**config.mk**
```make
export PLATFORM = sky130hd
export DESIGN_NAME = vc_packetizer_flat
export DESIGN_NICKNAME = d
export VERILOG_FILES = /design/src/rtl/vc_packetizer_pkg.sv /design/src/rtl/vc_packetizer_if.sv /design/src/rtl/vcp_credit_counter.sv /design/src/rtl/vc_packetizer.sv /design/src/flat_wrapper.sv
export SDC_FILE = /design/constraint.sdc
export NUM_CORES = 1
export LEC_CHECK = 0
export BUFFER_PORTS_ARGS = -buffer_cell sky130_fd_sc_hd__buf_4
export CAP_MARGIN = 15
export CORE_UTILIZATION = 50
export CTS_CLUSTER_DIAMETER = 120
export CTS_CLUSTER_SIZE = 8
export DETAILED_ROUTE_END_ITERATION = 8
export GPL_ROUTABILITY_DRIVEN = 0
export PLACE_DENSITY_LB_ADDON = 0.08
export SLEW_MARGIN = 20
export SYNTH_ARGS = -nofsm -noshare
export SYNTH_HDL_FRONTEND = slang
export SYNTH_SLANG_ARGS = --single-unit
```
**constraint.sdc**
```tcl
create_clock -name clk -period 3.05 [get_ports clk]
set_input_delay 0.61 -clock clk [delete_from_list [all_inputs] [get_ports clk]]
set_output_delay 0.61 -clock clk [all_outputs]
set_load 0.05 [all_outputs]
```
**src/rtl/vc_packetizer_pkg.sv**
```systemverilog
// Shared constants for the VC packetizer: FSM encoding, channel field layout and width helpers.
package vc_packetizer_pkg;

    typedef enum logic [1:0] {
        ST_IDLE = 2'd0,
        ST_HEAD = 2'd1,
        ST_BODY = 2'd2
    } vcp_state_e;

    function automatic int clogb(input int value);
        return (value <= 2) ? 1 : $clog2(value);
    endfunction

    // channel_out = {link_active, flit_valid, head, tail, vc, data}, offsets counted from bit 0
    function automatic int vc_lsb(input int data_w);
        return data_w;
    endfunction

    function automatic int tail_pos(input int data_w, input int vc_w);
        return data_w + vc_w;
    endfunction

    function automatic int head_pos(input int data_w, input int vc_w);
        return data_w + vc_w + 1;
    endfunction

    function automatic int valid_pos(input int data_w, input int vc_w);
        return data_w + vc_w + 2;
    endfunction

    function automatic int link_pos(input int data_w, input int vc_w);
        return data_w + vc_w + 3;
    endfunction

    // three control bits (flit_valid, head, tail) plus the optional link bit
    function automatic int channel_w(input int link_w, input int vc_w, input int data_w);
        return link_w + 3 + vc_w + data_w;
    endfunction

    function automatic int flow_ctrl_w(input int vc_w);
        return 1 + vc_w;
    endfunction

endpackage

```
**src/rtl/vc_packetizer_if.sv**
```systemverilog
// Packet/payload handshake, credit return and channel bundle between a packet source and the packetizer.
interface vc_packetizer_if #(
    parameter int num_vcs            = 4,
    parameter int flit_data_width    = 64,
    parameter int min_payload_length = 1,
    parameter int max_payload_length = 4,
    parameter int addr_width         = 4,
    parameter int enable_link_pm     = 1
);
    import vc_packetizer_pkg::*;

    localparam int vc_idx_width    = clogb(num_vcs);
    localparam int length_width    = clogb(max_payload_length - min_payload_length + 1);
    localparam int link_ctrl_width = enable_link_pm;
    localparam int channel_width   = channel_w(link_ctrl_width, vc_idx_width, flit_data_width);
    localparam int flow_width      = flow_ctrl_w(vc_idx_width);

    logic                       pkt_valid;
    logic                       pkt_ready;
    logic [addr_width-1:0]      pkt_dest;
    logic [vc_idx_width-1:0]    pkt_vc;
    logic [length_width-1:0]    pkt_length;
    logic                       data_valid;
    logic                       data_ready;
    logic [flit_data_width-1:0] data_in;
    logic [flow_width-1:0]      flow_ctrl_in;
    logic [channel_width-1:0]   channel_out;
    logic [num_vcs-1:0]         credits_avail;
    logic                       error;

    modport master (
        output pkt_valid, pkt_dest, pkt_vc, pkt_length, data_valid, data_in, flow_ctrl_in,
        input  pkt_ready, data_ready, channel_out, credits_avail, error
    );

    modport slave (
        input  pkt_valid, pkt_dest, pkt_vc, pkt_length, data_valid, data_in, flow_ctrl_in,
        output pkt_ready, data_ready, channel_out, credits_avail, error
    );

endinterface

```
**src/rtl/vcp_credit_counter.sv**
```systemverilog
// Per-VC downstream credit counter: starts full, saturates at both ends, flags a return into a full buffer.
module vcp_credit_counter #(
    parameter int buffer_size  = 8,
    parameter int credit_width = 4
) (
    input  logic                    clk,
    input  logic                    reset,
    input  logic                    send,
    input  logic                    ret,
    output logic [credit_width-1:0] count,
    output logic                    overflow
);
    localparam logic [credit_width-1:0] full = credit_width'(buffer_size);

    // a send in the same cycle consumes the slot the return frees, so that pair is never an overflow
    assign overflow = ret && !send && (count == full);

    always_ff @(posedge clk or negedge reset) begin
        if (!reset) begin
            count <= full;
        end else if (send && !ret && (count != '0)) begin
            count <= count - 1'b1;
        end else if (ret && !send && (count != full)) begin
            count <= count + 1'b1;
        end
    end

endmodule

```
**src/rtl/vc_packetizer.sv**
```systemverilog
// Turns a header + payload stream into head/body/tail flits on one VC, gated by per-VC credits.
//   state | meaning
//   IDLE  | ready for a new header
//   HEAD  | header latched, waiting for a credit to emit the head flit
//   BODY  | forwarding payload flits until the tail
module vc_packetizer #(
    parameter int num_vcs            = 4,
    parameter int buffer_size        = 8,
    parameter int flit_data_width    = 64,
    parameter int min_payload_length = 1,
    parameter int max_payload_length = 4,
    parameter int addr_width         = 4,
    parameter int enable_link_pm     = 1
) (
    input  logic          clk,
    input  logic          reset,
    vc_packetizer_if.slave bus
);
    import vc_packetizer_pkg::*;

    localparam int vc_idx_width = clogb(num_vcs);
    localparam int length_width = clogb(max_payload_length - min_payload_length + 1);
    localparam int credit_width = clogb(buffer_size + 1);
    localparam int rem_width    = clogb(max_payload_length);
    localparam int pad_width    = flit_data_width - addr_width - length_width;

    vcp_state_e                 state;
    logic [vc_idx_width-1:0]    cur_vc;
    logic [addr_width-1:0]      cur_dest;
    logic [length_width-1:0]    cur_len;
    logic [rem_width-1:0]       rem;
    logic                       flit_valid_q;
    logic                       head_q;
    logic                       tail_q;
    logic                       link_q;
    logic                       error_q;
    logic [vc_idx_width-1:0]    vc_q;
    logic [flit_data_width-1:0] data_q;

    logic [credit_width-1:0]    cnt [num_vcs];
    logic [num_vcs-1:0]         send;
    logic [num_vcs-1:0]         ret;
    logic [num_vcs-1:0]         overflow;
    logic [num_vcs-1:0]         below_full;
    logic [num_vcs-1:0]         avail;
    logic                       ret_valid;
    logic [vc_idx_width-1:0]    ret_vc;
    logic                       cur_has_credit;
    logic                       pkt_fire;
    logic                       vc_bad;
    logic                       body_fire;
    logic                       flit_fire;
    logic                       link_now;

    assign ret_valid      = bus.flow_ctrl_in[vc_idx_width];
    assign ret_vc         = bus.flow_ctrl_in[vc_idx_width-1:0];
    assign cur_has_credit = (cnt[cur_vc] != '0);
    assign pkt_fire       = bus.pkt_valid && (state == ST_IDLE);
    assign vc_bad         = pkt_fire && (int'(bus.pkt_vc) >= num_vcs);
    assign body_fire      = (state == ST_BODY) && bus.data_valid && cur_has_credit;
    assign flit_fire      = ((state == ST_HEAD) && cur_has_credit) || body_fire;
    assign link_now       = (state != ST_IDLE) || (|below_full);

    for (genvar v = 0; v < num_vcs; v++) begin : g_vc
        assign send[v]       = flit_fire && (cur_vc == vc_idx_width'(v));
        assign ret[v]        = ret_valid && (ret_vc == vc_idx_width'(v));
        assign below_full[v] = (cnt[v] != credit_width'(buffer_size));
        assign avail[v]      = (cnt[v] != '0);

        vcp_credit_counter #(
            .buffer_size  (buffer_size),
            .credit_width (credit_width)
        ) u_credit (
            .clk      (clk),
            .reset    (reset),
            .send     (send[v]),
            .ret      (ret[v]),
            .count    (cnt[v]),
            .overflow (overflow[v])
        );
    end

    assign bus.pkt_ready     = (state == ST_IDLE);
    assign bus.data_ready    = (state == ST_BODY) && cur_has_credit;
    assign bus.credits_avail = avail;
    assign bus.error         = error_q;

    if (enable_link_pm != 0) begin : g_link
        assign bus.channel_out = {link_q, flit_valid_q, head_q, tail_q, vc_q, data_q};
    end else begin : g_no_link
        assign bus.channel_out = {flit_valid_q, head_q, tail_q, vc_q, data_q};
    end

    always_ff @(posedge clk or negedge reset) begin
        if (!reset) begin
            state        <= ST_IDLE;
            cur_vc       <= '0;
            cur_dest     <= '0;
            cur_len      <= '0;
            rem          <= '0;
            flit_valid_q <= 1'b0;
            head_q       <= 1'b0;
            tail_q       <= 1'b0;
            link_q       <= 1'b0;
            error_q      <= 1'b0;
            vc_q         <= '0;
            data_q       <= '0;
        end else begin
            flit_valid_q <= 1'b0;
            head_q       <= 1'b0;
            tail_q       <= 1'b0;
            link_q       <= link_now;
            if (vc_bad || (|overflow)) begin
                error_q <= 1'b1;
            end
            case (state)
                ST_IDLE: begin
                    if (pkt_fire) begin
                        cur_vc   <= vc_bad ? '0 : bus.pkt_vc;
                        cur_dest <= bus.pkt_dest;
                        cur_len  <= bus.pkt_length;
                        state    <= ST_HEAD;
                    end
                end
                ST_HEAD: begin
                    if (cur_has_credit) begin
                        flit_valid_q <= 1'b1;
                        head_q       <= 1'b1;
                        vc_q         <= cur_vc;
                        data_q       <= {cur_dest, cur_len, {pad_width{1'b0}}};
                        // rem counts the body flits still to send after the current one
                        rem          <= rem_width'(cur_len) + rem_width'(min_payload_length - 1);
                        state        <= ST_BODY;
                    end
                end
                ST_BODY: begin
                    if (body_fire) begin
                        flit_valid_q <= 1'b1;
                        tail_q       <= (rem == '0);
                        vc_q         <= cur_vc;
                        data_q       <= bus.data_in;
                        if (rem == '0) begin
                            state <= ST_IDLE;
                        end else begin
                            rem <= rem - 1'b1;
                        end
                    end
                end
                default: state <= ST_IDLE;
            endcase
        end
    end

endmodule

```
**src/flat_wrapper.sv**
```systemverilog
// flat-port wrapper written by rule: the top's interface ports become plain ports
module vc_packetizer_flat import vc_packetizer_pkg::*;
#(
    parameter int num_vcs            = 4,
    parameter int buffer_size        = 8,
    parameter int flit_data_width    = 64,
    parameter int min_payload_length = 1,
    parameter int max_payload_length = 4,
    parameter int addr_width         = 4,
    parameter int enable_link_pm     = 1
)
  (clk, reset, bus_pkt_valid, bus_pkt_dest, bus_pkt_vc, bus_pkt_length, bus_data_valid, bus_data_in, bus_flow_ctrl_in, bus_pkt_ready, bus_data_ready, bus_channel_out, bus_credits_avail, bus_error);
  vc_packetizer_if #(.num_vcs(num_vcs), .flit_data_width(flit_data_width), .min_payload_length(min_payload_length), .max_payload_length(max_payload_length), .addr_width(addr_width), .enable_link_pm(enable_link_pm)) bus_i ();
  input  logic clk;
  input  logic reset;
  input wire logic [$bits(bus_i.pkt_valid)-1:0] bus_pkt_valid;
  input wire logic [$bits(bus_i.pkt_dest)-1:0] bus_pkt_dest;
  input wire logic [$bits(bus_i.pkt_vc)-1:0] bus_pkt_vc;
  input wire logic [$bits(bus_i.pkt_length)-1:0] bus_pkt_length;
  input wire logic [$bits(bus_i.data_valid)-1:0] bus_data_valid;
  input wire logic [$bits(bus_i.data_in)-1:0] bus_data_in;
  input wire logic [$bits(bus_i.flow_ctrl_in)-1:0] bus_flow_ctrl_in;
  output wire logic [$bits(bus_i.pkt_ready)-1:0] bus_pkt_ready;
  output wire logic [$bits(bus_i.data_ready)-1:0] bus_data_ready;
  output wire logic [$bits(bus_i.channel_out)-1:0] bus_channel_out;
  output wire logic [$bits(bus_i.credits_avail)-1:0] bus_credits_avail;
  output wire logic [$bits(bus_i.error)-1:0] bus_error;
  assign bus_i.pkt_valid = bus_pkt_valid;
  assign bus_i.pkt_dest = bus_pkt_dest;
  assign bus_i.pkt_vc = bus_pkt_vc;
  assign bus_i.pkt_length = bus_pkt_length;
  assign bus_i.data_valid = bus_data_valid;
  assign bus_i.data_in = bus_data_in;
  assign bus_i.flow_ctrl_in = bus_flow_ctrl_in;
  assign bus_pkt_ready = bus_i.pkt_ready;
  assign bus_data_ready = bus_i.data_ready;
  assign bus_channel_out = bus_i.channel_out;
  assign bus_credits_avail = bus_i.credits_avail;
  assign bus_error = bus_i.error;
  vc_packetizer #(.num_vcs(num_vcs), .buffer_size(buffer_size), .flit_data_width(flit_data_width), .min_payload_length(min_payload_length), .max_payload_length(max_payload_length), .addr_width(addr_width), .enable_link_pm(enable_link_pm)) u_core (.clk(clk), .reset(reset), .bus(bus_i));
endmodule
```
==> impl_results.md <==
* Synth area leaders: dfrtp_1 52%, a22o_1 11%, ha_1 3.5%
* CTS H-tree depth at 3
* Port buffer count at 155
* CP max FO at 4
* Die ar. at 9550 um^2
* Seq/Total Area, Yosys at 54.2%
* DR WL/cell at 17.2 um
* Crit Path Class: reg -> reg
* Largest net degree at the start of global routing at 59
* Proportion of layout cells with a drive suffix above 1 at 39.0%
* Slew Limit Headroom at 53.8%
* Failing checks: design-rule violations
* Comb pwr share at 54.4%
* Width of the die at 97.7 um
* Power Dens Cells at 1130 nW/um^2
* Final global-route overflow total at 0
* MaxCap Viol Count at 0
* Clock Pin Slew Worst Setup and Hold Paths at 0.11 ns
* Synth area leader: dfrtp_1
* CTS Sinks at 99
* Antenna cell count at 0
* Fin. Hold Viols at 0
* Final setup fails at 0
* Fill cells at 683
* EDFF count, synth at 0
* Async SR Flop Fraction at 100%
* Clk pwr share at 13.2%
* RSZ-0062 raised after global routing: no
* Avg Vias per Cell at 5.65
* Via count at 3563
* Synth Cell Area at 4580 um^2
* Boundary pin count at 156
* DR DRC count at 36
* CP Capture Type: flip-flop
* Initial detailed-routing violation count at 122
* Initial antenna violation count at 0
* # nets final at 614
* Worst hold slack at 0.300 ns
* Initial Utilization at 52.0%
* DR pass1 iterations at 6
* Postcts setup bufs at 0
* Core area at 8810 um^2
* # rows at 34
* Number of global-route vias before repair at 3474
* Leakage at 2.99 nW
* Final wirelength at 10800 um
* Total CTS buffers at 9
* Net Sw Frac at 47.2%
* Share of the synthesized area in the top cell type at 51.9%
* Post-synthesis instance total at 371
* Root Driver: clkbuf_8
* Fin crit share at 95.0%
* Syn_nets at 467
* Post-synth top flop: dfrtp_1
* Synth Warn # at 0
* Clk_skew at 0.0187 ns
* Status: complete, but fails checks
* CTS tree: yes
* Worst vdd ir at 506 uV
* Fin crit period at 2.90 ns
* First-pass GRT wire length at 17900 um
* Clk_lat worst skew at 0.36 ns
* Int Pwr at 0.00360 W
* Reg power frac at 32.3%
* Syn avg cell area at 12.4 um^2
* Final HPWL DP at 7830 um
* Area Growth Syn to Fin at 31.8%
* Antenna-violating nets left at 0
* F_max at 345 MHz
* CTS Buffer Depth at 2
* Yosys cell types at 55
* Synth Register Bits at 99
* All-Layer GR Usage at 23.4%
* Setup_tns at 0 ns
* Fin. max-slew vios at 0
* Critical Path AT at 3.18 ns
* Required @ worst endpoint at 3.33 ns
* CP startpoint kind: flip-flop
* Die height at 97.7 um
* Net switching power at 0.00321 W
* Worst hold path type: in -> async
* Slew @ Worst Pin at 0.694 ns
[placed cells by master, fill, tap and decap left out, types with 2 or more instances in the layout]
cell	Yosys	final
mux2_2	13	13
and2_1	2	2
inv_1	18	18
buf_12	0	2
nand3b_1	3	3
nor2_1	7	7
fa_1	4	4
nor3_1	13	13
o32ai_4	2	3
dfstp_2	4	4
mux2i_1	13	13
or3_1	3	3
a32o_1	2	2
a22o_1	58	58
buf_4	4	159
xnor2_1	10	10
nand3_1	7	7
a21o_1	5	5
ha_1	13	13
and3_1	2	2
o21ai_0	5	5
inv_8	0	2
dfrtp_1	95	95
or4_1	2	2
a31oi_1	8	8
nand2b_1	5	5
xor2_1	2	2
clkbuf_8	0	10
inv_6	0	2
nand2_1	10	9
a41oi_1	2	2
a21oi_1	16	16
[synth_stat cells (7+ instances only)]
cell	n
mux2_2	13
a21oi_1	16
nand3_1	7
ha_1	13
dfrtp_1	95
mux2i_1	13
inv_1	18
clkbuf_1	8
xnor2_1	10
nor2_1	7
nand2_1	10
nor3_1	13
a22o_1	58
a31oi_1	8
[stage by stage]
stage / cells / setup slack [ns] / utilization [%] / instance area, um^2 / power, W
floorplan: 371 / 0.280 / - / 4580 / 0.00485
global placement: 615 / 0.248 / 66.0 / 5810 / 0.00583
detailed placement: 615 / 0.188 / 66.0 / 5810 / 0.00593
CTS: 631 / 0.139 / 68.5 / 6030 / 0.00684
global route: 631 / 0.0119 / 68.6 / 6040 / 0.00722
finish: 631 / 0.151 / 68.6 / 6040 / 0.00681
[critical path, cell delays in order, from the launching register on]
cell	delay, ns
dfrtp_1	0.44
inv_1	0.10
ha_1	0.24
a21o_1	0.23
and3_1	0.23
and2_1	0.17
nand2_1	0.09
inv_1	0.07
ha_1	0.27
a21o_1	0.11
a21oi_1	0.10
or3_1	0.34
a21boi_0	0.13
a211o_1	0.31
[power by group through the flow]
| stage | registers, W | logic, W | clock network (W) |
|---|---|---|---|
| 2_1_floorplan | 0.00306 | 0.00179 | 0 |
| 3_3_place_gp | 0.00221 | 0.00362 | 0 |
| 3_5_place_dp | 0.00222 | 0.00371 | 0 |
| 4_1_cts | 0.00220 | 0.00372 | 0.000921 |
| 5_1_grt | 0.00226 | 0.00398 | 0.000978 |
| 6_report | 0.00220 | 0.00371 | 0.000899 |
[final timing paths]
path	endpoint	cells after the start	startpoint	slack, ns
min	u_core.data_q[0]	1	reset	0.30
min in group clk	u_core.data_q[9]	2	bus_data_in[9]	0.47
max reg2reg	u_core.g_vc[3].u_credit.count[3]	13	u_core.state[0]	0.15
max in group asynchronous	u_core.data_q[20]	2	reset	2.03
min reg2reg	u_core.data_q[56]	1	u_core.data_q[56]	0.51
max	u_core.g_vc[3].u_credit.count[3]	13	u_core.state[0]	0.15
[registers in the layout, summed over array words and instances, names as in the netlist]
register,count
u_core.link_q,1
u_core.flit_valid_q,1
u_core.cur_len,2
u_core.g_vc.u_credit.count,16
u_core.vc_q,2
u_core.state,2
u_core.data_q,64
u_core.bus.error,1
u_core.cur_dest,4
u_core.tail_q,1
u_core.cur_vc,2
u_core.head_q,1
u_core.rem,2
[cell families (layout without fill, tap and decap cells)]
group / after synthesis / in the layout / synth area share (%)
compound gates: 107 / 107 / 19.1
xor+xnor: 12 / 12 / 2.29
fa+ha+maj: 17 / 17 / 5.30
buf+inv: 44 / 196 / 4.59
flops: 99 / 99 / 54.2
mux: 26 / 26 / 6.03
simple gates: 66 / 66 / 8.55
[metal layers]
layer | part of all wire [%] | global-route usage, % | wire [um]
met5 | 0 | 0 | 0
met4 | 2.6 | 9.44 | 285
met3 | 5.7 | 3.45 | 617
met2 | 47 | 37.1 | 5090
met1 | 45 | 32.7 | 4860
[timing repair]
item                                    CTS  global route
hold buffers                              0             0
endpoints found under the setup margin    0            46
gates resized for setup                   0             1
[area by class of cell]
type                    instances  area, um^2  share of cell area [%]
clock buffers                  10         138                    2.28
clock inverters                 6        77.6                    1.28
inverters                      19        71.3                    1.18
multi-input cells             228        1900                    31.5
flip-flops and latches         99        2480                    41.1
well taps                     108         135                    2.24
repair buffers                161        1230                    20.4
Note: power is estimated with default switching activity, not from simulation.
